## src/rtl/node_port_ctrl.sv

```systemverilog
// Port controller for a grid node: moves one byte per request between the
// execute stage and the four neighbour links, with round-robin arbitration for ANY.
module node_port_ctrl (
    input  logic        clk,
    input  logic        rst,
    input  logic        req_valid,
    input  logic        req_write,
    input  logic [2:0]  req_dir,
    input  logic [7:0]  wr_data,
    output logic [7:0]  rd_data,
    output logic        req_done,
    output logic        stall,
    input  logic [3:0]  in_valid,
    input  logic [31:0] in_data,
    output logic [3:0]  in_ack,
    output logic [3:0]  out_valid,
    output logic [7:0]  out_data,
    input  logic [3:0]  out_ack,
    output logic [1:0]  last_dir,
    output logic        last_valid
);

    typedef enum logic [1:0] {IDLE, RD_WAIT, WR_WAIT, DONE} state_t;

    localparam logic [2:0] DIR_ANY  = 3'd4;
    localparam logic [2:0] DIR_LAST = 3'd5;
    localparam logic [2:0] DIR_NIL  = 3'd6;

    state_t     state;
    logic [2:0] dir_q;
    logic [1:0] rr_ptr;
    logic [2:0] req_dir_res;
    logic [3:0] hit;
    logic [1:0] win;
    logic [3:0] sel_mask;

    // First set bit of hit at or above ptr, wrapping 3 -> 0.
    function automatic logic [1:0] rr_pick(input logic [3:0] h, input logic [1:0] ptr);
        logic [1:0] idx;
        logic [1:0] w;
        w = ptr;
        for (int k = 3; k >= 0; k--) begin
            idx = ptr + 2'(k);
            if (h[idx]) w = idx;
        end
        return w;
    endfunction

    function automatic logic [2:0] resolve_dir(input logic [2:0] d, input logic lv,
                                               input logic [1:0] ld);
        logic [2:0] r;
        if (d <= DIR_ANY)       r = d;
        else if (d == DIR_LAST) r = lv ? {1'b0, ld} : DIR_NIL;
        else                    r = DIR_NIL;
        return r;
    endfunction

    assign req_dir_res = resolve_dir(req_dir, last_valid, last_dir);
    assign sel_mask    = (req_dir_res == DIR_ANY) ? 4'b1111 : (4'b0001 << req_dir_res[1:0]);
    // Only the registered offer/accept masks qualify a transfer, so unselected lanes never win.
    assign hit         = (state == RD_WAIT) ? (in_valid & in_ack) : (out_valid & out_ack);
    assign win         = rr_pick(hit, rr_ptr);
    assign stall       = !rst && (((state == IDLE) && req_valid) ||
                                  (state == RD_WAIT) || (state == WR_WAIT));

    always_ff @(posedge clk or posedge rst) begin
        if (rst) begin
            state      <= IDLE;
            dir_q      <= 3'd0;
            rd_data    <= 8'd0;
            req_done   <= 1'b0;
            in_ack     <= 4'd0;
            out_valid  <= 4'd0;
            out_data   <= 8'd0;
            last_dir   <= 2'd0;
            last_valid <= 1'b0;
            rr_ptr     <= 2'd0;
        end else begin
            req_done <= 1'b0;
            case (state)
                IDLE: begin
                    if (req_valid) begin
                        dir_q <= req_dir_res;
                        if (req_dir_res == DIR_NIL) begin
                            state    <= DONE;
                            req_done <= 1'b1;
                            if (!req_write) rd_data <= 8'd0;
                        end else if (req_write) begin
                            state     <= WR_WAIT;
                            out_data  <= wr_data;
                            out_valid <= sel_mask;
                        end else begin
                            state  <= RD_WAIT;
                            in_ack <= sel_mask;
                        end
                    end
                end
                RD_WAIT, WR_WAIT: begin
                    if (|hit) begin
                        if (state == RD_WAIT) rd_data <= in_data[{win, 3'b000} +: 8];
                        in_ack    <= 4'd0;
                        out_valid <= 4'd0;
                        state     <= DONE;
                        req_done  <= 1'b1;
                        if (dir_q == DIR_ANY) begin
                            last_dir   <= win;
                            last_valid <= 1'b1;
                            rr_ptr     <= win + 2'd1;
                        end
                    end
                end
                DONE: state <= IDLE;
            endcase
        end
    end

endmodule
```

## config.mk

```make
export PLATFORM = sky130hd
export DESIGN_NAME = node_port_ctrl
export DESIGN_NICKNAME = d
export VERILOG_FILES = /design/src/rtl/node_port_ctrl.sv
export SDC_FILE = /design/constraint.sdc
export NUM_CORES = 1
export LEC_CHECK = 0
export CAP_MARGIN = 20
export CELL_PAD_IN_SITES_DETAIL_PLACEMENT = 1
export CELL_PAD_IN_SITES_GLOBAL_PLACEMENT = 1
export CORE_UTILIZATION = 32
export CTS_CLUSTER_SIZE = 16
export DETAILED_ROUTE_END_ITERATION = 6
export PLACE_DENSITY = 0.79
export SYNTH_ARGS = -nofsm -noshare
export SYNTH_HDL_FRONTEND = slang
export SYNTH_SLANG_ARGS = --single-unit
```

## constraint.sdc

```tcl
create_clock -name clk -period 2.7 [get_ports clk]
set_input_delay 0.54 -clock clk [delete_from_list [all_inputs] [get_ports clk]]
set_output_delay 0.54 -clock clk [all_outputs]
set_load 0.01 [all_outputs]
```

# Yosys cells after proc, flatten, opt, wreduce, memory -nomap -nowiden
# Index checks and enable logic that the tools add are counted.
# Widths: inputs -> output; s select.
[classes]
n_mux = 41
n_shift = 2
bitwise_logic = 3
addsub = 4
n_reduce_logical = 16
eq_ne = 14
magnitude_cmp = 5
[ops]
columns = ["cell", "count"]
rows = [
  ["$mux 8", 5],
  ["$mux 4", 9],
  ["$shiftx 32x6->8", 1],
  ["$mux 2", 8],
  ["$pmux 4 s2", 2],
  ["$pmux 8 s2", 1],
  ["$eq 3x3->1 const B", 4],
  ["$lt 2x3->1 const B", 4],
  ["$ne 2x2->1 const B", 6],
  ["$reduce_and 5->1", 2],
  ["$mux 3", 3],
  ["$and 4x4->4", 2],
  ["$bmux 1 s2", 4],
  ["$mux 1", 7],
  ["$pmux 2 s3", 1],
  ["$reduce_and 6->1", 1],
  ["$add 2x1->2 const B", 2],
  ["$add 2x2->2 const B", 2],
  ["$eq 2x2->1 const B", 2],
  ["$reduce_and 2->1", 2],
  ["$reduce_and 4->1", 1],
  ["$reduce_or 4->1", 1],
  ["$shl 1x2->4 const A", 1],
  ["$le 3x3->1 const B", 1],
  ["11 further kinds", 13],
]
[word_totals]
register_bits = 35
input_bits = 55

# Longest topological paths before layout
# Gate-level depths: netlist (run 1).
[depth]
depth_word = 12
depth_mapped = 11
depth_no_buf = 8

# Worst setup path after synthesis (run 1)
# No wires, ideal clock.
[synth_path]
kind = "register -> register"
from = "reg state[1]"
to = "reg rd_data[7]"
path_buffers = 3
arrival_time_ns = 2.142
synth_period_minus_slack_ns = 2.278
stages_incl_launch_ff = 11
slack_ns = 0.422
cell_sequence = "dfrtp_1 inv_1 ha_1 buf_6 o21ai_1 or4_4 buf_6 o211ai_4 or3_1 buf_6 o221ai_2"
[synth_via]
elab_chain_cells = 12
word_cells_on_any_way = 29
classes_between = "7 x eq/ne; 1 x shift; 16 x mux; 5 x reduce/logical"
[synth_rtl]
columns = ["element", "line_no", "text"]
rows = [
  ["from (decl)", "29", "state_t state;"],
  ["from (signal assigned)", "68", "state <= IDLE;"],
  ["from (signal assigned)", "85", "state <= DONE;"],
  ["from (signal assigned)", "89", "state <= WR_WAIT;"],
  ["$eq 2x1->1", "61, 80, 100", ""],
  ["$mux 4", "61", "assign hit = (state == RD_WAIT) ? (in_valid & in_ack) : (out_valid & out_ack);"],
  ["$bmux 1 s2", "44", "if (h[idx]) w = idx;"],
  ["$mux 1 (not written as such)", "44", ""],
  ["$mux 2 (4 in series)", "44", ""],
  ["$shiftx 32x6->8", "100", "if (state == RD_WAIT) rd_data <= in_data[{win, 3'b000} +: 8];"],
  ["$mux 8", "100", ""],
  ["$mux 8", "99", "if (|hit) begin"],
  ["$pmux 8 s2", "80", "case (state)"],
  ["to (signal assigned)", "100", ""],
  ["to (decl)", "10", "output logic [7:0] rd_data,"],
]
# Parallel ways exist; a longest one is shown, timed or not. The select of a mux whose other input is x is not followed.
# A chain may end at the register's enable or synchronous reset.

# Final worst setup path (run 1)
# Ends and elaborated chain as after synthesis.

==> results of run 1 <==
per-layer routing:
metal  vias up  track usage, %
li1        914               -
met1       916            24.8
met2        32            32.1
met3         4            2.42
met4         0            6.84
met5         -               0
state kept, by name (all words and copies together), names as in the netlist:
signal      count
last_dir        2
rr_ptr          2
in_ack          4
out_data        8
req_done        1
dir_q           3
state           2
out_valid       4
rd_data         8
last_valid      1
timing repair:
action                     in CTS  in global routing
hold buffers                    0                  0
setup endpoints to repair       0                 10
resized for setup               0                  4
where the power goes:
group          total (mW)  internal (mW)  switching [mW]
Sequential          0.913          0.752           0.161
Clock               0.374          0.180           0.194
Combinational        2.30           1.17            1.13
Total                3.59           2.10            1.49
metrics by stage:
step / util, % / instance area [µm²]
after floorplan: - / 2050
after global placement: 49.9 / 3030
after detailed placement: 49.9 / 3030
after CTS: 51.3 / 3110
after global routing: 51.6 / 3130
final: 51.6 / 3130
final timing paths:
kind                        startpoint           to  slack (ns)
max reg2reg                   state[1]   rd_data[7]        0.20
max in group asynchronous          rst     dir_q[2]        1.81
min in group asynchronous          rst   last_valid        0.59
min                        out_data[1]  out_data[1]        0.48
max                           state[1]   rd_data[7]        0.20
min reg2reg                out_data[1]  out_data[1]        0.48
kinds of logic (layout without fill, tap and decap cells):
kind of cell | count (synthesis) | count (layout) | synth area share, %
AO/OA/AOI/OAI | 45 | 45 | 18.8
buffers and inverters | 15 | 110 | 4.63
flip-flops | 35 | 35 | 42.6
XOR/XNOR | 1 | 1 | 0.426
multiplexers | 25 | 25 | 12.7
AND/OR/NAND/NOR | 76 | 76 | 17.7
adder cells (fa/ha/maj) | 5 | 5 | 3.05
final cells by class:
class	instances	area, µm²	area share, %
inverter	7	26.3	0.840
multi-input combinational	152	1100	35.2
timing repair buffer	95	946	30.3
tap	75	93.8	3.00
clock inverter	2	12.5	0.400
clock buffer	6	72.6	2.32
sequential	35	876	28.0
worst register-to-register path: stages (launching register included):
cell and delay (ns):
dfrtp_1 0.40, inv_1 0.10, ha_2 0.30, buf_4 0.18, nand3_2 0.07, o21a_1 0.14
a311oi_1 0.34, a21oi_2 0.14, or3_1 0.42, buf_12 0.17, o221ai_2 0.16
layout by cell type (no fill, tap or decap), types with 2 or more instances in the layout:
master	synthesis	final
o21ai_1	3	3
a21oi_1	8	8
o221ai_1	2	2
dfrtp_1	35	35
o21a_1	5	5
nand3b_1	3	3
o221ai_2	8	8
nand2_1	47	46
buf_4	2	10
clkbuf_8	0	5
ha_1	5	3
mux2i_1	19	19
buf_12	0	2
and3_1	2	2
nor2_1	7	7
a22o_1	3	3
o21ai_0	6	6
nand3_1	4	4
ha_2	0	2
mux2_2	5	5
clkdlybuf4s50_1	0	83
nor2b_1	2	2
inv_1	7	7
nand2b_1	2	2
==> summary.md, run 1 <==
| Metric | Value |
|---|---|
| Die H | `82.1 µm` |
| Max-slew violations | `0` |
| Ys Warns | `0` |
| Synthesized netlist net count | `between 200 and 300` |
| P_leak | `about 1.3 nW` |
| Met1 Wirelength | `between 2000 and 3000 µm` |
| Critical path type | `reg -> reg` |
| Metal2 WL | `2980 µm` |
| Die width | `82.1 µm` |
| Vias | `between 1.5k and 2k` |
| Final setup fails | `0` |
| Slew HR | `a little over three fifths` |
| Initial Utilization | `roughly a third` |
| Core box area | `6060 µm²` |
| P per Cell Area | `approximately 1100 nW/µm²` |
| Total power | `about 3.6 mW` |
| Routed len/inst | `~16 µm` |
| Syn Std Cell Area | `between 2000 and 2500 µm²` |
| Htree depth | `2` |
| Total gr overflow | `0` |
| Clk slew on worst S/H paths | `about 0.070 ns` |
| Dpl hpwl | `between 4000 and 5000 µm` |
| IO Port Bufs | `83` |
| Period utilization | `92.5%` |
| Hold Path Class | `reg -> reg` |
| CTS Root Cell | `clkbuf_8` |
| Wire length on met3 | `between 150 and 200 µm` |
| Ranking of synthesized cells by area | `dfrtp_1, mux2i_1, nand2_1, o221ai_2, ha_1` |
| Fin crit period | `approximately 2.5 ns` |
| Largest net degree at the start of global routing | `24` |
| DRT Pass-1 Iters | `4` |
| GRT Util Overall | `19.0%` |
| Max stage delay on crit path | `between 0.4 and 0.5 ns` |
| Crit path depth | `10` |
| Final Hold Fails | `0` |
| Total Routed Length | `roughly 6000 µm` |
| Number of synthesized flops with an enable pin | `0` |
| DRT iter0 DRCs | `41` |
| Worst Path Buf+Inv | `3` |
| TritonCTS clock tree | `built` |
| Max-cap viol count | `0` |
| Inserted Clock Buffers | `5` |
| Critical Path Fanout Max | `9` |
| Clock tree buffer depth | `2` |
| Global-route wire length before repair | `roughly 9500 µm` |
| Filler cell count | `roughly 690` |
| Cell Chain, Critical Path | `inv_1 > ha_2 > buf_4 > nand3_2 > o21a_1 > a311oi_1 > a21oi_2 > or3_1 > buf_12 > o221ai_2` |
| Setup crit end kind | `register` |
| Placed Cells | `around 360` |
| Top achievable clock speed | `roughly 0.40 GHz` |
| Status | `completed` |
| Share of layout cells above drive strength 1 | `between 15 and 20%` |
| Clock Skews | `0.00634 ns` |
| RSZ-0062 raised after global routing | `false` |
| Worst path slowest cell | `or3_1` |
| Cell Count, Final, Fillers Out | `between 300 and 400` |
| CTS Sinks | `35` |
| Max Used Layer | `met4` |
| Area grow syn2layout | `52.2%` |
| Top_reg_cell synth | `dfrtp_1` |
| Flops & latches, synth | `35` |
| Antenna cells | `0` |
| Final #Nets | `between 300 and 400` |
| FP Rows | `28` |
| Worst r2r path cells | `10` |
| Synthesized area per cell | `between 10 and 15 µm²` |
| Family with the most delay on the worst path | `compound AO/OA/AOI/OAI gates` |
| Register area share after synthesis | `between 40 and 50%` |
| Antenna viol nets, final | `0` |
| Peak supply drop | `~0.57 mV` |
| Required time of the critical path | `2.90 ns` |
| Hold_ws | `about 0.48 ns` |
| Ys async rst share | `100%` |
| Mapped Cells | `202` |
| Most frequent cell after synthesis | `nand2_1` |
| Hold Crit Depth | `2` |
| Vias in the first global route | `around 1.9k` |
| Synth area leader | `dfrtp_1` |
| Post-DR vias/cell | `approximately 5` |
| Setup TNS | `0 ns` |
| Setup crit start kind | `register` |
| Pre-CTS WS | `-0.136 ns` |
| Postcts setup bufs | `0` |
| Commonest cells in the netlist | `nand2_1, dfrtp_1, mux2i_1` |
| Routability cong. | `~0.78` |
| # IOs | `84` |
| Worst skew pair latency | `0.29 ns` |
| Initial antenna violation count | `0` |
| Arrival time worst endpoint | `about 2.7 ns` |
| Least-Margin Pin Slew | `between 0.5 and 0.6 ns` |
| Final worst-path setup slack | `between 0.2 and 0.25 ns` |
| Post-synthesis cell type count | `44` |
| Top cell type's share of synthesized area | `roughly 43%` |
| Die area | `between 6000 and 7000 µm²` |
| DRC viols | `0` |
Note: power is estimated with default switching activity, not from simulation.
==> run 2, diff against run 1 <==
--- a/config.mk
+++ b/config.mk
@@ -12,6 +12,7 @@
 export CTS_CLUSTER_SIZE = 16
 export DETAILED_ROUTE_END_ITERATION = 6
 export PLACE_DENSITY = 0.79
+export REMOVE_ABC_BUFFERS = 1
 export SYNTH_ARGS = -nofsm -noshare
 export SYNTH_HDL_FRONTEND = slang
 export SYNTH_SLANG_ARGS = --single-unit
==> summary.md, run 2 (same netlist as run 1, synthesis figures left out) <==
| Metric | Value |
|---|---|
| Final setup fails | `0 (unchanged)` |
| Initial antenna violation count | `0 (unchanged)` |
| Core box area | `6060 µm² (unchanged)` |
| Share of layout cells above drive strength 1 | `13.9% (was 15.2%)` |
| Worst r2r path cells | `7 (was 10)` |
| Die area | `6740 µm² (unchanged)` |
| Met2 Usage GRT | `33.3% (was 32.1%)` |
| Design Area, Final | `3120 µm² (was 3130 µm²)` |
| Hold_ws | `0.482 ns (was 0.483 ns)` |
| CTS Sinks | `35 (unchanged)` |
| Dpl hpwl | `4740 µm (was 4690 µm)` |
| Routed len/inst | `16.6 µm (was 15.9 µm)` |
| Top achievable clock speed | `0.390 GHz (was 0.400 GHz)` |
| Antenna viol nets, final | `0 (unchanged)` |
| Most frequent cells in the layout | `clkdlybuf4s50_1, nand2_1, dfrtp_1 (unchanged)` |
| TritonCTS clock tree | `built (unchanged)` |
| Period utilization | `94.9% (was 92.5%)` |
| Worst skew pair latency | `0.30 ns (was 0.29 ns)` |
| DRT iter0 DRCs | `82 (was 41)` |
| Cell Count, Final, Fillers Out | `369 (was 372)` |
| Setup crit end kind | `output pin (was register)` |
| Inserted Clock Buffers | `5 (unchanged)` |
| Least-Margin Pin Slew | `0.571 ns (was 0.547 ns)` |
| Peak supply drop | `0.559 mV (was 0.570 mV)` |
| Required time of the critical path | `2.16 ns (was 2.90 ns)` |
| Max-cap viol count | `0 (unchanged)` |
| Initial Utilization | `33.9% (unchanged)` |
| Postcts setup bufs | `0 (unchanged)` |
| Area grow syn2layout | `51.8% (was 52.2%)` |
| Core Util, Final | `51.5% (was 51.6%)` |
| Leading cell type in the layout, fill and taps excluded | `clkdlybuf4s50_1 (unchanged)` |
| Slew HR | `61.5% (was 63.2%)` |
| Clk slew on worst S/H paths | `0.08 ns (was 0.07 ns)` |
| Hold Crit Depth | `2 (unchanged)` |
| CTS resizes | `1 (was 0)` |
| DRC viols | `0 (unchanged)` |
| Vias in the first global route | `1962 (was 1946)` |
| Filler cell count | `682 (was 685)` |
| Hold Path Class | `reg -> reg (unchanged)` |
| Total gr overflow | `0 (unchanged)` |
| FP Rows | `28 (unchanged)` |
| Placed Cells | `361 (was 364)` |
| Status | `completed (unchanged)` |
| Critical Path Fanout Max | `9 (unchanged)` |
| Critical path type | `reg -> out (was reg -> reg)` |
| RSZ-0062 raised after global routing | `false (unchanged)` |
| Largest regs | `out_data (8), rd_data (8) (unchanged)` |
| Busiest grt layer | `met2 (unchanged)` |
| DRT Pass-1 Iters | `4 (unchanged)` |
| Die width | `82.1 µm (unchanged)` |
| Clock tree buffer depth | `2 (unchanged)` |
| Setup crit start kind | `register (unchanged)` |
| Max-slew violations | `0 (unchanged)` |
| P_leak | `1.32 nW (was 1.33 nW)` |
| Largest net degree at the start of global routing | `36 (was 24)` |
| Routability cong. | `0.850 (was 0.779)` |
| P per Cell Area | `1150 nW/µm² (about the same)` |
| Clock Skews | `0.0109 ns (was 0.00634 ns)` |
| Fin crit period | `2.56 ns (was 2.50 ns)` |
| Htree depth | `2 (unchanged)` |
| IO Port Bufs | `83 (unchanged)` |
| Antenna cells | `0 (unchanged)` |
| Arrival time worst endpoint | `2.02 ns (was 2.70 ns)` |
| M3 GR Usage | `4.07% (was 2.42%)` |
| Final #Nets | `353 (was 356)` |
| GRT Util Overall | `19.8% (was 19.0%)` |
| Vias | `1872 (was 1866)` |
| Post-DR vias/cell | `5.07 (was 5.02)` |
| # IOs | `84 (unchanged)` |
| Die H | `82.1 µm (unchanged)` |
| Total Routed Length | `6130 µm (was 5930 µm)` |
| Final Hold Fails | `0 (unchanged)` |
| DP Area | `3000 µm² (was 3030 µm²)` |
| Setup TNS | `0 ns (unchanged)` |
| CTS Root Cell | `clkbuf_8 (unchanged)` |
| Global-route wire length before repair | `9830 µm (was 9500 µm)` |
| CTS Hold Buffers Added | `0 (unchanged)` |
| GR Util met1 | `25.6% (was 24.8%)` |
## run 2: final timing paths
kind	start	end	slack, ns
max	state[1]	stall	0.14
min	out_data[4]	out_data[4]	0.48
max reg2reg	state[1]	out_valid[1]	0.22
min reg2reg	out_data[4]	out_data[4]	0.48
max in group asynchronous	rst	rd_data[4]	1.67
min in group asynchronous	rst	req_done	0.70
## run 2: area by class of cell
type / instances / area [µm²] / share of cell area [%]
multi-input cells: 152 / 1100 / 35.1
clock buffers: 7 / 96.3 / 3.09
well taps: 75 / 93.8 / 3.01
inverters: 7 / 26.3 / 0.842
repair buffers: 92 / 923 / 29.6
flip-flops and latches: 35 / 876 / 28.1
clock inverters: 1 / 7.51 / 0.241
## run 2: power by group
| part | internal, mW | switching [mW] |
|---|---|---|
| Sequential | 0.751 | 0.171 |
| Combinational | 1.11 | 1.11 |
| Clock | 0.232 | 0.203 |
## run 2: critical path, stage by stage (launching register included)
cell,delay [ns]
dfrtp_1,0.40
inv_1,0.16
ha_4,0.23
buf_4,0.17
nor2_1,0.07
a21oi_1,0.14
clkdlybuf4s50_1,0.55
## run 2: stage by stage
step	worst slack [ns]	power [mW]
6_report	0.138	3.58
5_1_grt	0.0108	3.83
4_1_cts	0.0421	3.60
3_5_place_dp	0.00628	3.14
3_3_place_gp	0.0973	3.07
2_1_floorplan	0.0855	2.23
## run 2: per-layer routing
layer  wire [µm]  vias to the layer above
met5           0                        -
met4          82                        0
met3         300                        7
met2        3060                       45
met1        2690                      914
li1            -                      906
